[config.mk]
export PLATFORM = sky130hd
export DESIGN_NAME = imm_gen_pipe_flat
export DESIGN_NICKNAME = d
export VERILOG_FILES = /design/src/rtl/imm_gen_pipe_if.sv /design/src/rtl/imm_gen_pipe.sv /design/src/flat_wrapper.sv
export SDC_FILE = /design/constraint.sdc
export NUM_CORES = 1
export LEC_CHECK = 0
export BUFFER_PORTS_ARGS = -buffer_cell sky130_fd_sc_hd__buf_2
export CAP_MARGIN = 25
export CORE_MARGIN = 2
export CORE_UTILIZATION = 35
export DETAILED_ROUTE_END_ITERATION = 10
export HOLD_SLACK_MARGIN = 0.1
export PLACE_DENSITY = 0.61
export SYNTH_ARGS = -nofsm -noshare
export SYNTH_HDL_FRONTEND = slang
export SYNTH_SLANG_ARGS = --single-unit
[constraint.sdc]
create_clock -name clk -period 1.72 [get_ports clk]
set_input_delay 0.258 -clock clk [delete_from_list [all_inputs] [get_ports clk]]
set_output_delay 0.258 -clock clk [all_outputs]
set_load 0.05 [all_outputs]
[src/rtl/imm_gen_pipe_if.sv]
// rtl/imm_gen_pipe_if.sv - instruction-in / immediate-out handshake bundle for imm_gen_pipe
interface imm_gen_pipe_if #(
    parameter int XLEN  = 32,
    parameter int CNT_W = 16
);
    logic             in_valid;
    logic             in_ready;
    logic [31:0]      instr;
    logic [2:0]       imm_src;
    logic             out_valid;
    logic             out_ready;
    logic [XLEN-1:0]  imm_ext;
    logic [2:0]       imm_fmt;
    logic             illegal;
    logic [CNT_W-1:0] illegal_cnt;

    // Environment side: produces instructions, consumes immediates.
    modport master (
        output in_valid, instr, imm_src, out_ready,
        input  in_ready, out_valid, imm_ext, imm_fmt, illegal, illegal_cnt
    );

    // Generator side.
    modport slave (
        input  in_valid, instr, imm_src, out_ready,
        output in_ready, out_valid, imm_ext, imm_fmt, illegal, illegal_cnt
    );
endinterface

[src/rtl/imm_gen_pipe.sv]
// rtl/imm_gen_pipe.sv - registered RISC-V immediate generator with 2-entry skid buffer
module imm_gen_pipe #(
    parameter int XLEN        = 32,
    parameter int AUTO_DECODE = 0,
    parameter int CNT_W       = 16
) (
    input  logic          clk,
    input  logic          rst_n,
    input  logic          flush,
    imm_gen_pipe_if.slave bus
);
    localparam logic [2:0] FMT_I  = 3'd0;
    localparam logic [2:0] FMT_S  = 3'd1;
    localparam logic [2:0] FMT_B  = 3'd2;
    localparam logic [2:0] FMT_J  = 3'd3;
    localparam logic [2:0] FMT_U  = 3'd4;
    localparam logic [2:0] FMT_Z  = 3'd5;
    localparam logic [2:0] FMT_SH = 3'd6;
    localparam logic [2:0] FMT_R  = 3'd7;

    localparam logic [CNT_W-1:0] CNT_MAX = '1;

    logic [31:0]      ins;
    logic [6:0]       opcode;
    logic [2:0]       funct3;
    logic [2:0]       fmt;
    logic [63:0]      wide;
    logic [XLEN-1:0]  new_imm;
    logic             new_ill;
    logic             unused_wide;

    logic             p_valid;
    logic [XLEN-1:0]  p_imm;
    logic [2:0]       p_fmt;
    logic             p_ill;
    logic             s_valid;
    logic [XLEN-1:0]  s_imm;
    logic [2:0]       s_fmt;
    logic             s_ill;
    logic             ready_q;
    logic [CNT_W-1:0] cnt_q;

    logic             accept;
    logic             stall;

    assign ins    = bus.instr;
    assign opcode = ins[6:0];
    assign funct3 = ins[14:12];

    // Resolve the immediate format: external select or own opcode decode.
    always_comb begin
        fmt = FMT_R;
        if (AUTO_DECODE == 0) begin
            fmt = bus.imm_src;
        end else begin
            case (opcode)
                7'b0000011, 7'b1100111: fmt = FMT_I;
                7'b0010011:             fmt = (funct3 == 3'b001 || funct3 == 3'b101) ? FMT_SH : FMT_I;
                7'b0100011:             fmt = FMT_S;
                7'b1100011:             fmt = FMT_B;
                7'b1101111:             fmt = FMT_J;
                7'b0110111, 7'b0010111: fmt = FMT_U;
                7'b1110011:             fmt = funct3[2] ? FMT_Z : FMT_I;
                default:                fmt = FMT_R;
            endcase
        end
    end

    // Build the immediate at 64 bits and keep the low XLEN; sign fill comes from instr[31].
    always_comb begin
        wide = '0;
        case (fmt)
            FMT_I:   wide = {{52{ins[31]}}, ins[31:20]};
            FMT_S:   wide = {{52{ins[31]}}, ins[31:25], ins[11:7]};
            FMT_B:   wide = {{51{ins[31]}}, ins[31], ins[7], ins[30:25], ins[11:8], 1'b0};
            FMT_J:   wide = {{43{ins[31]}}, ins[31], ins[19:12], ins[20], ins[30:21], 1'b0};
            FMT_U:   wide = {{32{ins[31]}}, ins[31:12], 12'b0};
            FMT_Z:   wide = {59'b0, ins[19:15]};
            FMT_SH:  wide = (XLEN == 64) ? {58'b0, ins[25:20]} : {59'b0, ins[24:20]};
            default: wide = '0;
        endcase
    end

    assign new_imm     = wide[XLEN-1:0];
    assign new_ill     = (fmt == FMT_R);
    assign unused_wide = ^wide;

    assign accept = bus.in_valid & ready_q;
    assign stall  = p_valid & ~bus.out_ready;

    // Primary/skid buffer: skid fills only while primary is stalled and refills primary when it drains.
    always_ff @(posedge clk or negedge rst_n) begin
        if (!rst_n) begin
            p_valid <= 1'b0;
            p_imm   <= '0;
            p_fmt   <= 3'd0;
            p_ill   <= 1'b0;
            s_valid <= 1'b0;
            s_imm   <= '0;
            s_fmt   <= 3'd0;
            s_ill   <= 1'b0;
            ready_q <= 1'b0;
        end else if (flush) begin
            p_valid <= 1'b0;
            s_valid <= 1'b0;
            ready_q <= 1'b1;
        end else if (!stall) begin
            ready_q <= 1'b1;
            if (s_valid) begin
                p_valid <= 1'b1;
                p_imm   <= s_imm;
                p_fmt   <= s_fmt;
                p_ill   <= s_ill;
                s_valid <= 1'b0;
            end else if (accept) begin
                p_valid <= 1'b1;
                p_imm   <= new_imm;
                p_fmt   <= fmt;
                p_ill   <= new_ill;
            end else begin
                p_valid <= 1'b0;
            end
        end else if (accept) begin
            s_valid <= 1'b1;
            s_imm   <= new_imm;
            s_fmt   <= fmt;
            s_ill   <= new_ill;
            ready_q <= 1'b0;
        end else begin
            ready_q <= ~s_valid;
        end
    end

    // Saturating count of accepted illegal formats; flush neither counts nor clears it.
    always_ff @(posedge clk or negedge rst_n) begin
        if (!rst_n) begin
            cnt_q <= '0;
        end else if (accept && !flush && new_ill && cnt_q != CNT_MAX) begin
            cnt_q <= cnt_q + 1'b1;
        end
    end

    assign bus.in_ready    = ready_q;
    assign bus.out_valid   = p_valid;
    assign bus.imm_ext     = p_imm;
    assign bus.imm_fmt     = p_fmt;
    assign bus.illegal     = p_ill;
    assign bus.illegal_cnt = cnt_q;
endmodule

[src/flat_wrapper.sv]
// flat-port wrapper written by rule: the top's interface ports become plain ports
module imm_gen_pipe_flat 
#(
    parameter int XLEN        = 32,
    parameter int AUTO_DECODE = 0,
    parameter int CNT_W       = 16
)
  (clk, rst_n, flush, bus_in_valid, bus_instr, bus_imm_src, bus_out_ready, bus_in_ready, bus_out_valid, bus_imm_ext, bus_imm_fmt, bus_illegal, bus_illegal_cnt);
  imm_gen_pipe_if #(.XLEN(XLEN), .CNT_W(CNT_W)) bus_i ();
  input  logic clk;
  input  logic rst_n;
  input  logic flush;
  input wire logic [$bits(bus_i.in_valid)-1:0] bus_in_valid;
  input wire logic [$bits(bus_i.instr)-1:0] bus_instr;
  input wire logic [$bits(bus_i.imm_src)-1:0] bus_imm_src;
  input wire logic [$bits(bus_i.out_ready)-1:0] bus_out_ready;
  output wire logic [$bits(bus_i.in_ready)-1:0] bus_in_ready;
  output wire logic [$bits(bus_i.out_valid)-1:0] bus_out_valid;
  output wire logic [$bits(bus_i.imm_ext)-1:0] bus_imm_ext;
  output wire logic [$bits(bus_i.imm_fmt)-1:0] bus_imm_fmt;
  output wire logic [$bits(bus_i.illegal)-1:0] bus_illegal;
  output wire logic [$bits(bus_i.illegal_cnt)-1:0] bus_illegal_cnt;
  assign bus_i.in_valid = bus_in_valid;
  assign bus_i.instr = bus_instr;
  assign bus_i.imm_src = bus_imm_src;
  assign bus_i.out_ready = bus_out_ready;
  assign bus_in_ready = bus_i.in_ready;
  assign bus_out_valid = bus_i.out_valid;
  assign bus_imm_ext = bus_i.imm_ext;
  assign bus_imm_fmt = bus_i.imm_fmt;
  assign bus_illegal = bus_i.illegal;
  assign bus_illegal_cnt = bus_i.illegal_cnt;
  imm_gen_pipe #(.XLEN(XLEN), .AUTO_DECODE(AUTO_DECODE), .CNT_W(CNT_W)) u_core (.clk(clk), .rst_n(rst_n), .flush(flush), .bus(bus_i));
endmodule
-- Word level (Yosys, flattened, before mapping)
Index checks and enable logic that the tools add are counted.
- register bits after elaboration: 91
- logic and storage cells: 52
- input bits: 40
- mux-type cells: 17
- bitwise operators: 6
- add/subtract/negate cells: 1
- reduce and logical (&&, ||, !) cells: 8
- eq/ne operators: 10
- operator list (operator ; number):
    32-bit one-hot mux with 7 select lines ; 1
    32-bit two-way mux ; 2
    16-bit by 1-bit adder with 16-bit output, second input constant ; 1
    16-bit != test, second input constant ; 1
    3-bit == test, second input constant ; 4
    1-bit two-way mux ; 12
    3-bit by 2-bit == test with 1-bit output, second input constant ; 2
    3-bit two-way mux ; 2
    3-bit AND reduction ; 2
    1-bit NOT ; 4
    3-bit by 1-bit == test with 1-bit output, second input constant ; 1
    1-bit logical AND ; 3
    3-bit logical NOT ; 1
    3-bit by 2-bit != test with 1-bit output, second input constant ; 1
    1-bit AND ; 2
    2-bit != test, second input constant ; 1
    2-bit nonzero test ; 1
    1-bit logical NOT ; 1

-- Longest topological paths before layout
- depth in word-level cells: 5
- mapped depth: 6
- gate-level depth less buffers: 5

-- Least setup slack after synthesis
OpenSTA, ideal clock, no wires.
- path type: register to register
- start point: register u_core.cnt_q[0] (netlist: u_core.bus.illegal_cnt[0])
- end point: register u_core.cnt_q[1] (netlist: u_core.bus.illegal_cnt[1])
- setup time: 0.125 ns
- arrival time: 1.916 ns
- slack: -0.321 ns
- cell stages (with the launch flop): 6
- path through: dfrtp_1 -> ha_1 -> nand4_2 -> nor4_4 -> nor2_2 -> mux2_4
- longest elaborated chain between the ends: 2
- elaborated cells between the ends (all ways): 3
- those cells by class: add/sub (1); eq/ne (1); reduce/logical (1)
- RTL lines (element ; RTL line ; RTL):
    start: declaration ; imm_gen_pipe.sv:41 ; logic [CNT_W-1:0] cnt_q;
    start signal: assignment ; imm_gen_pipe.sv:139 ; cnt_q <= cnt_q + 1'b1;
    branches (longest 2 deep; another with 16-bit by 1-bit adder with 16-bit output) ; - ;
Several ways; the timed one is not identified.
A chain may end at the register's enable or synchronous reset.

-- Worst setup path after layout
- start point: register u_core.cnt_q[0] (netlist: u_core.bus.illegal_cnt[0])
- end point: register u_core.cnt_q[9] (netlist: u_core.bus.illegal_cnt[9])
The elaborated chain is that of the path after synthesis.

==> impl_metrics.json <==
{
  "status": "complete, no violations",
  "hp-class": "primary input to flip-flop",
  "nNetsFinal": 601,
  "worst-setup-path-type": "flip-flop to flip-flop",
  "grt_setup_unrepaired": "false",
  "finalSetupViolations": 0,
  "final-max-slew-violation-count": 0,
  "insertion_delay_ps": 340,
  "syn-num-nets": 520,
  "hpwlAfterDp_um": 7770,
  "cts.clk_slew.worst_paths_ps": 60,
  "power.leakage_nw": 2.59,
  "ir_drop_mv": 0.440,
  "avgRoutedWirePerCell_um": 15.5,
  "finalCoreUtilization": 0.440,
  "sequential_cell_area_fraction_in_the_yosys_report": 0.496,
  "clockPowerShare": 0.308,
  "final_layout_size_suffix_gt1_frac": 0.303,
  "crit_required_ps": 1980,
  "internal_power_w": 0.00409,
  "drt.antenna.violating_nets": 0,
  "timing.max_cap.violations": 0,
  "finalWirelength_um": 11500,
  "synth.top_cells.by_area": "dfrtp_1 (50%), nand2_1 (7.9%), o21ai_0 (6.4%), a21oi_1 (4.1%), mux2_2 (3.9%)",
  "arrival_ps": 1870,
  "min_period_ps": 1610,
  "crit_chain": "ha_4, nand4_4, or4_4, nand4_1, xnor2_1",
  "avgSynthCellArea_um2": 9.58,
  "synthesis.area_um2": 4590,
  "buffer_levels_on_the_longest_clock_path": 2,
  "critPathMaxFanout": 4,
  "sw_frac_of_total": 0.343,
  "cts.root.buffer_cell": "clkbuf_16",
  "critical_path_buf_inv_count": 0,
  "dr.pass1.iters": 4,
  "timing.critical_path.max_delay_family": "simple AND/OR/NAND/NOR gates",
  "htree_num_levels": 3,
  "p_seq_frac": 0.436,
  "powerDensity_nw_per_um2": 1110,
  "synth.largest_area_cell": "dfrtp_1",
  "slew_headroom": 0.384,
  "gp_congestion": 0.797,
  "first_iter_violations": 237,
  "fmax_ghz": 0.620,
  "floorplan.rows": 41,
  "place.port_buffers": 86,
  "critPathCaptureType": "flip-flop",
  "combinationalPowerShare": 0.256,
  "net-switching-power_w": 0.00213,
  "finalClockSkew_ps": 5.12,
  "min_period_over_period": 0.937,
  "mostFrequentLayoutCell": "nand2_1",
  "final_hold_viol_count": 0,
  "die_x_um": 119,
  "fillCellCount": 1285,
  "drt_drc_violations_left": 0,
  "coreArea_um2": 12700,
  "grt_usage": 0.171,
  "wire_length_of_the_first_global_routing_pass_um": 19200,
  "route.detailed.vias_per_inst": 5.18,
  "fraction_of_post_synthesis_cell_area_in_the_top_cell_type_by_area": 0.496,
  "postSynthRegisterBits": 91,
  "initial_utilization": 0.361,
  "worst_pin_slew_ps": 923,
  "post_synth_inst_count": 479,
  "floorplan.die_area_um2": 14000,
  "synth.lib_cells_used.distinct": 53,
  "numCtsBuffers": 9,
  "antenna_found_initial": 1,
  "timing.critical_path.from_type": "flip-flop",
  "die_y_um": 119,
  "worst_path_max_delay_cell": "or4_4",
  "hold_slack_ps": 167,
  "layout.cells.most_common_list": "nand2_1 (96), buf_2 (85), dfrtp_1 (74)",
  "synth_warnings": 0,
  "critPathMaxStageDelay_ps": 540,
  "io_pins": 94,
  "vias": 3822,
  "area_growth_syn_to_layout_pct": 22.0,
  "cts_tree": "done",
  "total_gr_overflow": 0,
  "grt_max_degree": 92,
  "clock_sinks": 91,
  "first_global_vias": 3774
}
final cells by class:
cell class                 instances  area (um^2)  area share
antenna                            1         2.50    0.000447
clock buffer                      15          288      0.0514
clock inverter                     1         5.00    0.000894
inverter                           2         7.51     0.00134
multi-input combinational        350         2160       0.386
sequential                        91         2300       0.411
tap                              172          215      0.0384
timing repair buffer             106          623       0.111
state kept, by name, summed over array words and instances, names as in the netlist:
signal,flops
u_core.s_ill,1
u_core.bus.illegal_cnt,16
u_core.s_fmt,3
u_core.bus.in_ready,1
u_core.bus.imm_fmt,3
u_core.bus.out_valid,1
u_core.bus.imm_ext,32
u_core.bus.illegal,1
u_core.s_valid,1
u_core.s_imm,32
Yosys cell counts, drive strengths merged:
library cell,n
o211ai,7
nand2b,4
nor4,4
inv,2
and4,1
and3,2
nor4b,2
nand4,5
or4,1
a211oi,1
mux2,17
dfrtp,91
a41oi,1
or2,1
nor3b,8
mux2i,8
ha,1
nand2,96
a31oi,4
xnor2,6
o21ai,64
nor3,14
and4b,1
clkbuf,22
nor2,5
a21oi,38
or3,2
nand3,21
o21a,1
a21o,1
xor2,7
a2111oi,2
nor2b,5
buf,14
nand3b,16
a22oi,4
path summary, 6_finish.rpt:
check | startpoint | endpoint | slack (ps) | cells past startpoint
worst min-delay path | flush | u_core.bus.out_valid$_DFFE_PN0N_ | 170 | 2
max in group asynchronous | rst_n | u_core.bus.illegal_cnt[4]$_DFFE_PN0P_ | 830 | 3
worst max-delay path | u_core.bus.illegal_cnt[0]$_DFFE_PN0P_ | u_core.bus.illegal_cnt[9]$_DFFE_PN0P_ | 110 | 5
worst max register to register | u_core.bus.illegal_cnt[0]$_DFFE_PN0P_ | u_core.bus.illegal_cnt[9]$_DFFE_PN0P_ | 110 | 5
worst min register to register | u_core.bus.imm_fmt[0]$_DFFE_PN0P_ | u_core.bus.imm_fmt[0]$_DFFE_PN0P_ | 470 | 2
min in group asynchronous | rst_n | u_core.bus.imm_ext[0]$_DFFE_PN0P_ | 510 | 3
through the flow:
stage          instance area [um^2]  TNS, ps  cells  power (W)  worst slack [ps]
6_report                       5600        0    738    0.00623               108
3_3_place_gp                   5290        0    720    0.00431              42.6
5_1_grt                        5600        0    737    0.00658              35.3
2_1_floorplan                  4630     -101    479    0.00387              -101
3_5_place_dp                   5290     -104    720    0.00436             -27.8
4_1_cts                        5600        0    737    0.00631              83.3
cells by family after synthesis:
group                      after synthesis  synth area share
AOI/OAI and AO/OA                      123             0.148
xor gates and xnor gates                13            0.0289
adders and majority gates                1           0.00273
buffers and inverters                   38            0.0393
DFF                                     91             0.496
muxes                                   25            0.0600
and+or+nand+nor                        188             0.225
power groups by stage:
stage	clock (W)	sequential (W)	combinational, W
finish	0.00192	0.00271	0.00159
global route	0.00209	0.00276	0.00173
CTS	0.00199	0.00271	0.00161
detailed placement	0	0.00275	0.00160
global placement	0	0.00273	0.00158
floorplan	0	0.00335	0.000529
per-layer routing:
metal	share of wire	global-route usage	vias up	routed length, um
met5	0	0	-	0
met4	0.010	0.0610	0	119
met3	0.051	0.0347	11	583
met2	0.46	0.262	102	5330
met1	0.47	0.241	1863	5430
li1	-	-	1846	-
timing repair:
action	in CTS	in global routing
hold buffers	1	0
gates resized for setup	0	0
buffers inserted	0	0
endpoints found under the setup margin	0	1
hold endpoints to repair	91	0
(Power assumes the default switching activity.)
